File: config.mk
export PLATFORM = sky130hd
export DESIGN_NAME = fpga_rst_seq
export DESIGN_NICKNAME = d
export VERILOG_FILES = /design/src/rtl/fpga_rst_seq_pkg.sv /design/src/rtl/fpga_rst_debounce.sv /design/src/rtl/fpga_rst_seq.sv
export SDC_FILE = /design/constraint.sdc
export NUM_CORES = 1
export LEC_CHECK = 0
export CORE_UTILIZATION = 40
export DETAILED_ROUTE_END_ITERATION = 6
export DONT_BUFFER_PORTS = 1
export SYNTH_ARGS = -nofsm -noshare
export SYNTH_HDL_FRONTEND = slang
export SYNTH_HIERARCHICAL = 1
export SYNTH_SLANG_ARGS = --single-unit
File: constraint.sdc
create_clock -name clk_i -period 2.9 [get_ports clk_i]
set_input_delay 0.435 -clock clk_i [delete_from_list [all_inputs] [get_ports clk_i]]
set_output_delay 0.435 -clock clk_i [all_outputs]
set_load 0.01 [all_outputs]
File: src/rtl/fpga_rst_seq_pkg.sv
`default_nettype none
// ============================================================================
// Module   : fpga_rst_seq_pkg
// Purpose  : Shared types and defaults for the board clock/reset sequencer.
//            Provides the sequencer state enum, the default parameter values
//            and a helper that sizes the shared cycle counters.
// Revision : 1.0 - initial release
// ============================================================================
package fpga_rst_seq_pkg;

    typedef enum logic [2:0] {
        ST_MMCM_RST  = 3'd0,
        ST_WAIT_LOCK = 3'd1,
        ST_PHY_HOLD  = 3'd2,
        ST_REL_SOC   = 3'd3,
        ST_REL_ETH   = 3'd4,
        ST_REL_PTP   = 3'd5,
        ST_RUN       = 3'd6,
        ST_ERR       = 3'd7
    } rst_seq_state_e;

    localparam int unsigned c_DEF_MMCM_RST_CYCLES = 16;
    localparam int unsigned c_DEF_LOCK_TIMEOUT    = 65536;
    localparam int unsigned c_DEF_MAX_RETRIES     = 4;
    localparam int unsigned c_DEF_PHY_RST_CYCLES  = 2048;
    localparam int unsigned c_DEF_STAGE_GAP       = 8;
    localparam int unsigned c_DEF_DEBOUNCE_CYCLES = 1024;

    // Bits needed to count 0 .. max_val-1; never narrower than one bit.
    function automatic int unsigned cnt_width(input int unsigned max_val);
        return (max_val > 1) ? $clog2(max_val) : 1;
    endfunction

endpackage
`default_nettype wire

File: src/rtl/fpga_rst_debounce.sv
`default_nettype none
// ============================================================================
// Module   : fpga_rst_debounce
// Purpose  : Two-flop synchronizer followed by a stable-high counter. The
//            output rises once the synchronized input has been sampled high
//            on DEBOUNCE_CYCLES consecutive cycles and drops on the first
//            low sample.
// Ports    : clk_i   - sampling clock
//            rst_ni  - asynchronous active-low reset
//            i_btn   - raw asynchronous button input, active-high
//            o_btn_s - debounced level, active-high
// Revision : 1.0 - initial release
// ============================================================================
module fpga_rst_debounce
    import fpga_rst_seq_pkg::*;
#(
    parameter int unsigned DEBOUNCE_CYCLES = c_DEF_DEBOUNCE_CYCLES
) (
    input  logic clk_i,
    input  logic rst_ni,
    input  logic i_btn,
    output logic o_btn_s
);

    localparam int unsigned           c_CNT_W = cnt_width(DEBOUNCE_CYCLES);
    localparam logic [c_CNT_W-1:0]    c_LAST  = c_CNT_W'(DEBOUNCE_CYCLES - 1);

    logic               r_meta;
    logic               r_sync;
    logic [c_CNT_W-1:0] r_cnt;
    logic               r_btn_s;

    always_ff @(posedge clk_i or negedge rst_ni) begin
        if (!rst_ni) begin
            r_meta  <= 1'b0;
            r_sync  <= 1'b0;
            r_cnt   <= '0;
            r_btn_s <= 1'b0;
        end else begin
            r_meta <= i_btn;
            r_sync <= r_meta;
            if (!r_sync) begin
                // Any low sample restarts the qualification window.
                r_cnt   <= '0;
                r_btn_s <= 1'b0;
            end else if (r_cnt == c_LAST) begin
                // Counter parks here so it never wraps while held.
                r_btn_s <= 1'b1;
            end else begin
                r_cnt <= r_cnt + 1'b1;
            end
        end
    end

    assign o_btn_s = r_btn_s;

endmodule
`default_nettype wire

File: src/rtl/fpga_rst_seq.sv
`default_nettype none
// ============================================================================
// Module   : fpga_rst_seq
// Purpose  : Board-level clock/reset sequencer on the free-running reference
//            clock. Pulses MMCM reset, waits for lock with timeout/retry,
//            latches an error after repeated failures, then releases PHY,
//            SoC, Ethernet MAC and PTP resets in that fixed order.
// Ports    : clk_i         - free-running reference clock
//            rst_ni        - asynchronous active-low reset
//            btn_rst_i     - board reset button, active-high, asynchronous
//            mmcm_locked_i - MMCM LOCKED, asynchronous
//            mmcm_rst_o    - MMCM RST, active-high
//            soc_rst_no    - SoC reset, active-low
//            eth_rst_o     - Ethernet MAC reset, active-high
//            ptp_rst_o     - PTP reset, active-high
//            phy_reset_no  - external PHY reset, active-low
//            seq_done_o    - all domains released
//            lock_err_o    - lock retries exhausted
//            retry_cnt_o   - failed lock attempts in the current sequence
// Revision : 1.0 - initial release
// ============================================================================
module fpga_rst_seq
    import fpga_rst_seq_pkg::*;
#(
    parameter int unsigned MMCM_RST_CYCLES = c_DEF_MMCM_RST_CYCLES,
    parameter int unsigned LOCK_TIMEOUT    = c_DEF_LOCK_TIMEOUT,
    parameter int unsigned MAX_RETRIES     = c_DEF_MAX_RETRIES,
    parameter int unsigned PHY_RST_CYCLES  = c_DEF_PHY_RST_CYCLES,
    parameter int unsigned STAGE_GAP       = c_DEF_STAGE_GAP,
    parameter int unsigned DEBOUNCE_CYCLES = c_DEF_DEBOUNCE_CYCLES
) (
    input  logic       clk_i,
    input  logic       rst_ni,
    input  logic       btn_rst_i,
    input  logic       mmcm_locked_i,
    output logic       mmcm_rst_o,
    output logic       soc_rst_no,
    output logic       eth_rst_o,
    output logic       ptp_rst_o,
    output logic       phy_reset_no,
    output logic       seq_done_o,
    output logic       lock_err_o,
    output logic [3:0] retry_cnt_o
);

    localparam int unsigned c_MAX_AB  = (MMCM_RST_CYCLES > LOCK_TIMEOUT) ?
                                        MMCM_RST_CYCLES : LOCK_TIMEOUT;
    localparam int unsigned c_MAX_CD  = (PHY_RST_CYCLES > STAGE_GAP) ?
                                        PHY_RST_CYCLES : STAGE_GAP;
    localparam int unsigned c_MAX_CYC = (c_MAX_AB > c_MAX_CD) ? c_MAX_AB : c_MAX_CD;
    localparam int unsigned c_CNT_W   = cnt_width(c_MAX_CYC);

    localparam logic [c_CNT_W-1:0] c_MMCM_LAST = c_CNT_W'(MMCM_RST_CYCLES - 1);
    localparam logic [c_CNT_W-1:0] c_LOCK_LAST = c_CNT_W'(LOCK_TIMEOUT - 1);
    localparam logic [c_CNT_W-1:0] c_PHY_LAST  = c_CNT_W'(PHY_RST_CYCLES - 1);
    localparam logic [c_CNT_W-1:0] c_GAP_LAST  = c_CNT_W'(STAGE_GAP - 1);

    // ------------------------------------------------------------------
    // Input conditioning
    // ------------------------------------------------------------------
    logic r_lock_meta;
    logic r_lock_s;
    logic w_btn_s;

    always_ff @(posedge clk_i or negedge rst_ni) begin
        if (!rst_ni) begin
            r_lock_meta <= 1'b0;
            r_lock_s    <= 1'b0;
        end else begin
            r_lock_meta <= mmcm_locked_i;
            r_lock_s    <= r_lock_meta;
        end
    end

    fpga_rst_debounce #(
        .DEBOUNCE_CYCLES (DEBOUNCE_CYCLES)
    ) u_btn_debounce (
        .clk_i   (clk_i),
        .rst_ni  (rst_ni),
        .i_btn   (btn_rst_i),
        .o_btn_s (w_btn_s)
    );

    // ------------------------------------------------------------------
    // Sequencer: state, shared counter and output registers
    // ------------------------------------------------------------------
    rst_seq_state_e     r_state,  w_state_nxt;
    logic [c_CNT_W-1:0] r_cnt,    w_cnt_nxt;
    logic [3:0]         r_retry,  w_retry_nxt;
    logic               r_mmcm_rst,  w_mmcm_rst_nxt;
    logic               r_soc_rst_n, w_soc_rst_n_nxt;
    logic               r_eth_rst,   w_eth_rst_nxt;
    logic               r_ptp_rst,   w_ptp_rst_nxt;
    logic               r_phy_rst_n, w_phy_rst_n_nxt;
    logic               r_done,      w_done_nxt;
    logic               r_err,       w_err_nxt;
    logic [3:0]         w_retry_inc;
    logic               w_retry_left;

    assign w_retry_inc  = (r_retry == 4'd15) ? 4'd15 : (r_retry + 4'd1);
    assign w_retry_left = (32'(r_retry) < (MAX_RETRIES - 1));

    always_ff @(posedge clk_i or negedge rst_ni) begin
        if (!rst_ni) begin
            r_state     <= ST_MMCM_RST;
            r_cnt       <= '0;
            r_retry     <= 4'd0;
            r_mmcm_rst  <= 1'b1;
            r_soc_rst_n <= 1'b0;
            r_eth_rst   <= 1'b1;
            r_ptp_rst   <= 1'b1;
            r_phy_rst_n <= 1'b0;
            r_done      <= 1'b0;
            r_err       <= 1'b0;
        end else begin
            r_state     <= w_state_nxt;
            r_cnt       <= w_cnt_nxt;
            r_retry     <= w_retry_nxt;
            r_mmcm_rst  <= w_mmcm_rst_nxt;
            r_soc_rst_n <= w_soc_rst_n_nxt;
            r_eth_rst   <= w_eth_rst_nxt;
            r_ptp_rst   <= w_ptp_rst_nxt;
            r_phy_rst_n <= w_phy_rst_n_nxt;
            r_done      <= w_done_nxt;
            r_err       <= w_err_nxt;
        end
    end

    always_comb begin
        w_state_nxt     = r_state;
        w_cnt_nxt       = r_cnt;
        w_retry_nxt     = r_retry;
        w_mmcm_rst_nxt  = r_mmcm_rst;
        w_soc_rst_n_nxt = r_soc_rst_n;
        w_eth_rst_nxt   = r_eth_rst;
        w_ptp_rst_nxt   = r_ptp_rst;
        w_phy_rst_n_nxt = r_phy_rst_n;
        w_done_nxt      = r_done;
        w_err_nxt       = r_err;

        case (r_state)
            ST_MMCM_RST: begin
                if (r_cnt == c_MMCM_LAST) begin
                    w_state_nxt    = ST_WAIT_LOCK;
                    w_cnt_nxt      = '0;
                    w_mmcm_rst_nxt = 1'b0;
                end else begin
                    w_cnt_nxt = r_cnt + 1'b1;
                end
            end
            ST_WAIT_LOCK: begin
                if (r_lock_s) begin
                    w_state_nxt = ST_PHY_HOLD;
                    w_cnt_nxt   = '0;
                end else if (r_cnt == c_LOCK_LAST) begin
                    w_cnt_nxt      = '0;
                    w_retry_nxt    = w_retry_inc;
                    w_mmcm_rst_nxt = 1'b1;
                    if (w_retry_left) begin
                        w_state_nxt = ST_MMCM_RST;
                    end else begin
                        w_state_nxt = ST_ERR;
                        w_err_nxt   = 1'b1;
                    end
                end else begin
                    w_cnt_nxt = r_cnt + 1'b1;
                end
            end
            ST_PHY_HOLD: begin
                if (r_cnt == c_PHY_LAST) begin
                    w_state_nxt     = ST_REL_SOC;
                    w_cnt_nxt       = '0;
                    w_phy_rst_n_nxt = 1'b1;
                end else begin
                    w_cnt_nxt = r_cnt + 1'b1;
                end
            end
            ST_REL_SOC: begin
                if (r_cnt == c_GAP_LAST) begin
                    w_state_nxt     = ST_REL_ETH;
                    w_cnt_nxt       = '0;
                    w_soc_rst_n_nxt = 1'b1;
                end else begin
                    w_cnt_nxt = r_cnt + 1'b1;
                end
            end
            ST_REL_ETH: begin
                if (r_cnt == c_GAP_LAST) begin
                    w_state_nxt   = ST_REL_PTP;
                    w_cnt_nxt     = '0;
                    w_eth_rst_nxt = 1'b0;
                end else begin
                    w_cnt_nxt = r_cnt + 1'b1;
                end
            end
            ST_REL_PTP: begin
                if (r_cnt == c_GAP_LAST) begin
                    w_state_nxt   = ST_RUN;
                    w_cnt_nxt     = '0;
                    w_ptp_rst_nxt = 1'b0;
                    w_done_nxt    = 1'b1;
                end else begin
                    w_cnt_nxt = r_cnt + 1'b1;
                end
            end
            ST_RUN, ST_ERR: begin
                // Parked states: counter held so it cannot wrap.
            end
            default: begin
                w_state_nxt = ST_MMCM_RST;
                w_cnt_nxt   = '0;
            end
        endcase

        // Lock loss once the clock has been declared good restarts the
        // whole sequence; the error flag is left alone.
        if (!r_lock_s && (r_state inside {ST_PHY_HOLD, ST_REL_SOC, ST_REL_ETH,
                                          ST_REL_PTP, ST_RUN})) begin
            w_state_nxt     = ST_MMCM_RST;
            w_cnt_nxt       = '0;
            w_retry_nxt     = 4'd0;
            w_mmcm_rst_nxt  = 1'b1;
            w_soc_rst_n_nxt = 1'b0;
            w_eth_rst_nxt   = 1'b1;
            w_ptp_rst_nxt   = 1'b1;
            w_phy_rst_n_nxt = 1'b0;
            w_done_nxt      = 1'b0;
        end

        // Button is evaluated last so it overrides a coincident lock loss.
        // Holding the button keeps re-entering MMCM_RST, which holds the
        // counter at zero.
        if (w_btn_s) begin
            w_state_nxt     = ST_MMCM_RST;
            w_cnt_nxt       = '0;
            w_retry_nxt     = 4'd0;
            w_mmcm_rst_nxt  = 1'b1;
            w_soc_rst_n_nxt = 1'b0;
            w_eth_rst_nxt   = 1'b1;
            w_ptp_rst_nxt   = 1'b1;
            w_phy_rst_n_nxt = 1'b0;
            w_done_nxt      = 1'b0;
            w_err_nxt       = 1'b0;
        end
    end

    assign mmcm_rst_o   = r_mmcm_rst;
    assign soc_rst_no   = r_soc_rst_n;
    assign eth_rst_o    = r_eth_rst;
    assign ptp_rst_o    = r_ptp_rst;
    assign phy_reset_no = r_phy_rst_n;
    assign seq_done_o   = r_done;
    assign lock_err_o   = r_err;
    assign retry_cnt_o  = r_retry;

endmodule
`default_nettype wire
==> metrics.md <==
| Metric | Value |
|---|---|
| Initial Util | 0.4146 |
| Share of cells above drive strength 1 | 0.09921 |
| Cell area after layout | 2589 um^2 |
| Final Cycle Share | 0.8238 |
| Clock Path Buffers | 2 |
| Worst Skew | 0.01468 ns |
| Worst Hold Launch | mmcm_locked_i |
| Maximum fanout along the worst path | 7 |
| Final TNS setup | 0 ns |
| # placed instances | 317 |
| Core ar. | slightly below 6000 um^2 |
| Nets | roughly 260 |
| CTS tree | yes |
| Setup bufs post-CTS | 0 |
| Most used DFF post-synth | dfrtp_1 |
| Via density per instance | 5.688 |
| Post-synthesis cell area | 2455 um^2 |
| Cell taking the most area after synthesis | dfrtp_1 |
| Vias | 1860 |
| DRT Wirelength | 4.893 mm |
| Non-filler cells in the finished layout | 327 |
| Synthesis-to-layout area growth | 5.454% |
| Top-area cell type share of the netlist area | 0.4281 |
| # setup viols final | 0 |
| EDFF count, synth | 0 |
| Mapped Cells | 252 |
| TritonRoute pass-1 iters | 4 |
| Initial DRC count | a little under 90 |
| Synthesized area per cell | 9.741 um^2 |
| Setup crit start kind | register |
| Unrepaired setup endpoints after global routing | false |
| I/O Buffers | 0 |
| Max cap viols | 0 |
| CP Class | reg -> reg |
| Hold WS | ~0.17 ns |
| Worst setup margin | 0.5109 ns |
| Largest net degree at the start of global routing | 46 |
| GRT Residual Overflow | 0 |
| DRC | 0 |
| Peak Freq | roughly 420 MHz |
| Sequential fraction of the synthesis area | 0.4602 |
| Initial antenna violation count | 0 |
| Drt wl/cell | 14.96 um |
| # IOs | 15 |
| Clock sink count | between 40 and 50 |
| Yosys warning count | 6 |
| Placed Area | 2471 um^2 |
| Min-Delay Path Class | in -> reg |
| Dpl hpwl | 3.312 mm |
| ANT nets after route | 0 |
| Vias in the first global route | about 1.8k |
| CP Launch Point | r_cnt[0] |
| Power Density | 684.3 nW/um^2 |
| Pre-CTS setup slack | 0.5607 ns |
| Die X | between 80 and 90 um |
| First-pass GRT wire length | 8.542 mm |
| Critical path endpoint category | register |
| Die area | 6455 um^2 |
| GR Util All Layers | 0.1682 |
| Status | finished, final reports clean |
| # hold bufs at CTS | 2 |
| CTS buffer count | 5 |
| Clock transition at path regs | 0.07 ns |
| Max rail drop VDD | 0.4343 mV |
| Clock Root Buffer | clkbuf_8 |
| RD Place Congestion | 0.8108 |
| CTS H-Tree Depth | 2 |
| Later-pin clock latency in the skew report | 0.29 ns |
| Worst path arrival time | 2.56 ns |
| Synth Net Count | 259 |
| Max-slew headroom | 0.5418 |
| Worst r2r src | r_cnt[0] |
| DIE HEIGHT | 80.34 um |
| Synth Register Bits | 45 |
| Final hold violation count | 0 |
| Minimum clock period | 2.389 ns |
| Inserted Diodes | 0 |
| Crit path required time | 3.07 ns |
| Leak | between 1 and 1.5 nW |
| Final Slew Violations | 0 |
| Worst-margin pin slew | 0.6821 ns |
| Dominant cells by area after synthesis | dfrtp_1 (43%), nand2_1 (4.3%), nor2_1 (3.7%) |
| Ys async rst share | 1.000 |
| Library cells used by synthesis | slightly below 60 |
| Row cnt | 28 |
| # resized after CTS | 0 |
[critical path: stages (launching register included)]
cell and delay [ns]:
dfrtp_1 0.38, ha_1 0.22, nand3_1 0.28, nor2_1 0.40, a31oi_1 0.23, o31ai_2 0.24, and2_1 0.19, mux2_2 0.33
[state kept, by name (all words and copies together), names as in the netlist]
name and flops:
u_btn_debounce/r_sync 1, u_btn_debounce/r_meta 1, eth_rst_o 1, r_state 3, mmcm_rst_o 1, retry_cnt_o 4, u_btn_debounce/o_btn_s 1, phy_reset_no 1
lock_err_o 1, soc_rst_no 1, r_cnt 16, r_lock_s 1, u_btn_debounce/r_cnt 10, r_lock_meta 1, seq_done_o 1, ptp_rst_o 1
[worst paths after layout]
check                            endpoint  cells past startpoint  slack (ns)
max in group asynchronous      mmcm_rst_o                      2        1.99
hold / removal                r_lock_meta                      0        0.17
setup / recovery               r_state[0]                      7        0.51
setup reg to reg               r_state[0]                      7        0.51
min in group asynchronous  retry_cnt_o[2]                      2        0.64
hold reg to reg                  r_lock_s                      0        0.35
[stage by stage]
step,utilization,power [mW]
finish,0.4372,1.771
floorplan,-,1.300
global placement,0.4174,1.371
global route,0.4372,1.908
detailed placement,0.4174,1.382
CTS,0.4372,1.780
[kinds of logic (layout without fill, tap and decap cells)]
family                   Yosys count  in the layout  synth area share
AND/OR/NAND/NOR                  112            112            0.2477
AO/OA/AOI/OAI                     63             63            0.1845
flip-flops                        45             45            0.4602
buffers and inverters             17             17           0.04689
XOR/XNOR                           8              8           0.02854
multiplexers                       4              4           0.01682
adder cells (fa/ha/maj)            3              3           0.01529
[cells in the mapped netlist (4+ instances only)]
library cell	number
nor4_1	4
a31oi_1	9
nand3_1	10
nor3_1	7
nand2_1	28
inv_1	4
a21oi_1	9
nand2b_1	6
and3_1	7
o21ai_0	11
nand4_1	8
dfrtp_1	42
buf_6	6
nor2_1	24
xor2_1	7
[power breakdown]
group / leakage (nW) / total (mW) / switching, mW / internal [mW]
Clock: 0.0395 / 0.374 / 0.202 / 0.172
Sequential: 0.600 / 0.769 / 0.0885 / 0.680
Combinational: 0.499 / 0.629 / 0.356 / 0.273
[routing by layer]
metal,vias up,global-route usage,routed length (um)
li1,922,-,-
met5,-,0,0
met2,17,0.2644,2240
met1,919,0.2378,2529
met3,2,0.03523,95
met4,0,0.03214,27
[layout make-up]
class	instances	area, um^2
well taps	75	93.84
flip-flops and latches	45	1130
inverters	4	15.01
clock buffers	8	80.08
repair buffers	5	60.06
fillers	560	3332
multi-input cells	190	1210
[cells in the final DEF (no fill, tap or decap), types with 2 or more instances in the layout]
cell type	count
dfstp_2	3
nor2b_1	2
a22o_1	3
dfrtp_1	42
o31ai_1	3
nand2b_1	6
nand2_1	28
or3_1	2
o311ai_0	2
a21o_1	3
a211oi_1	2
nor4_1	4
and3_1	7
o21ai_0	11
a21oi_1	9
o21a_1	2
o21bai_1	3
xor2_1	7
nor3b_1	2
a31oi_1	9
nor3_1	7
a41oi_1	3
clkbuf_8	5
buf_4	3
nand4_1	8
nor2_1	24
clkbuf_1	3
mux2i_1	3
ha_1	3
inv_1	4
nand3_1	10
and2_1	2
No activity file was read; power rests on OpenSTA's default activity.
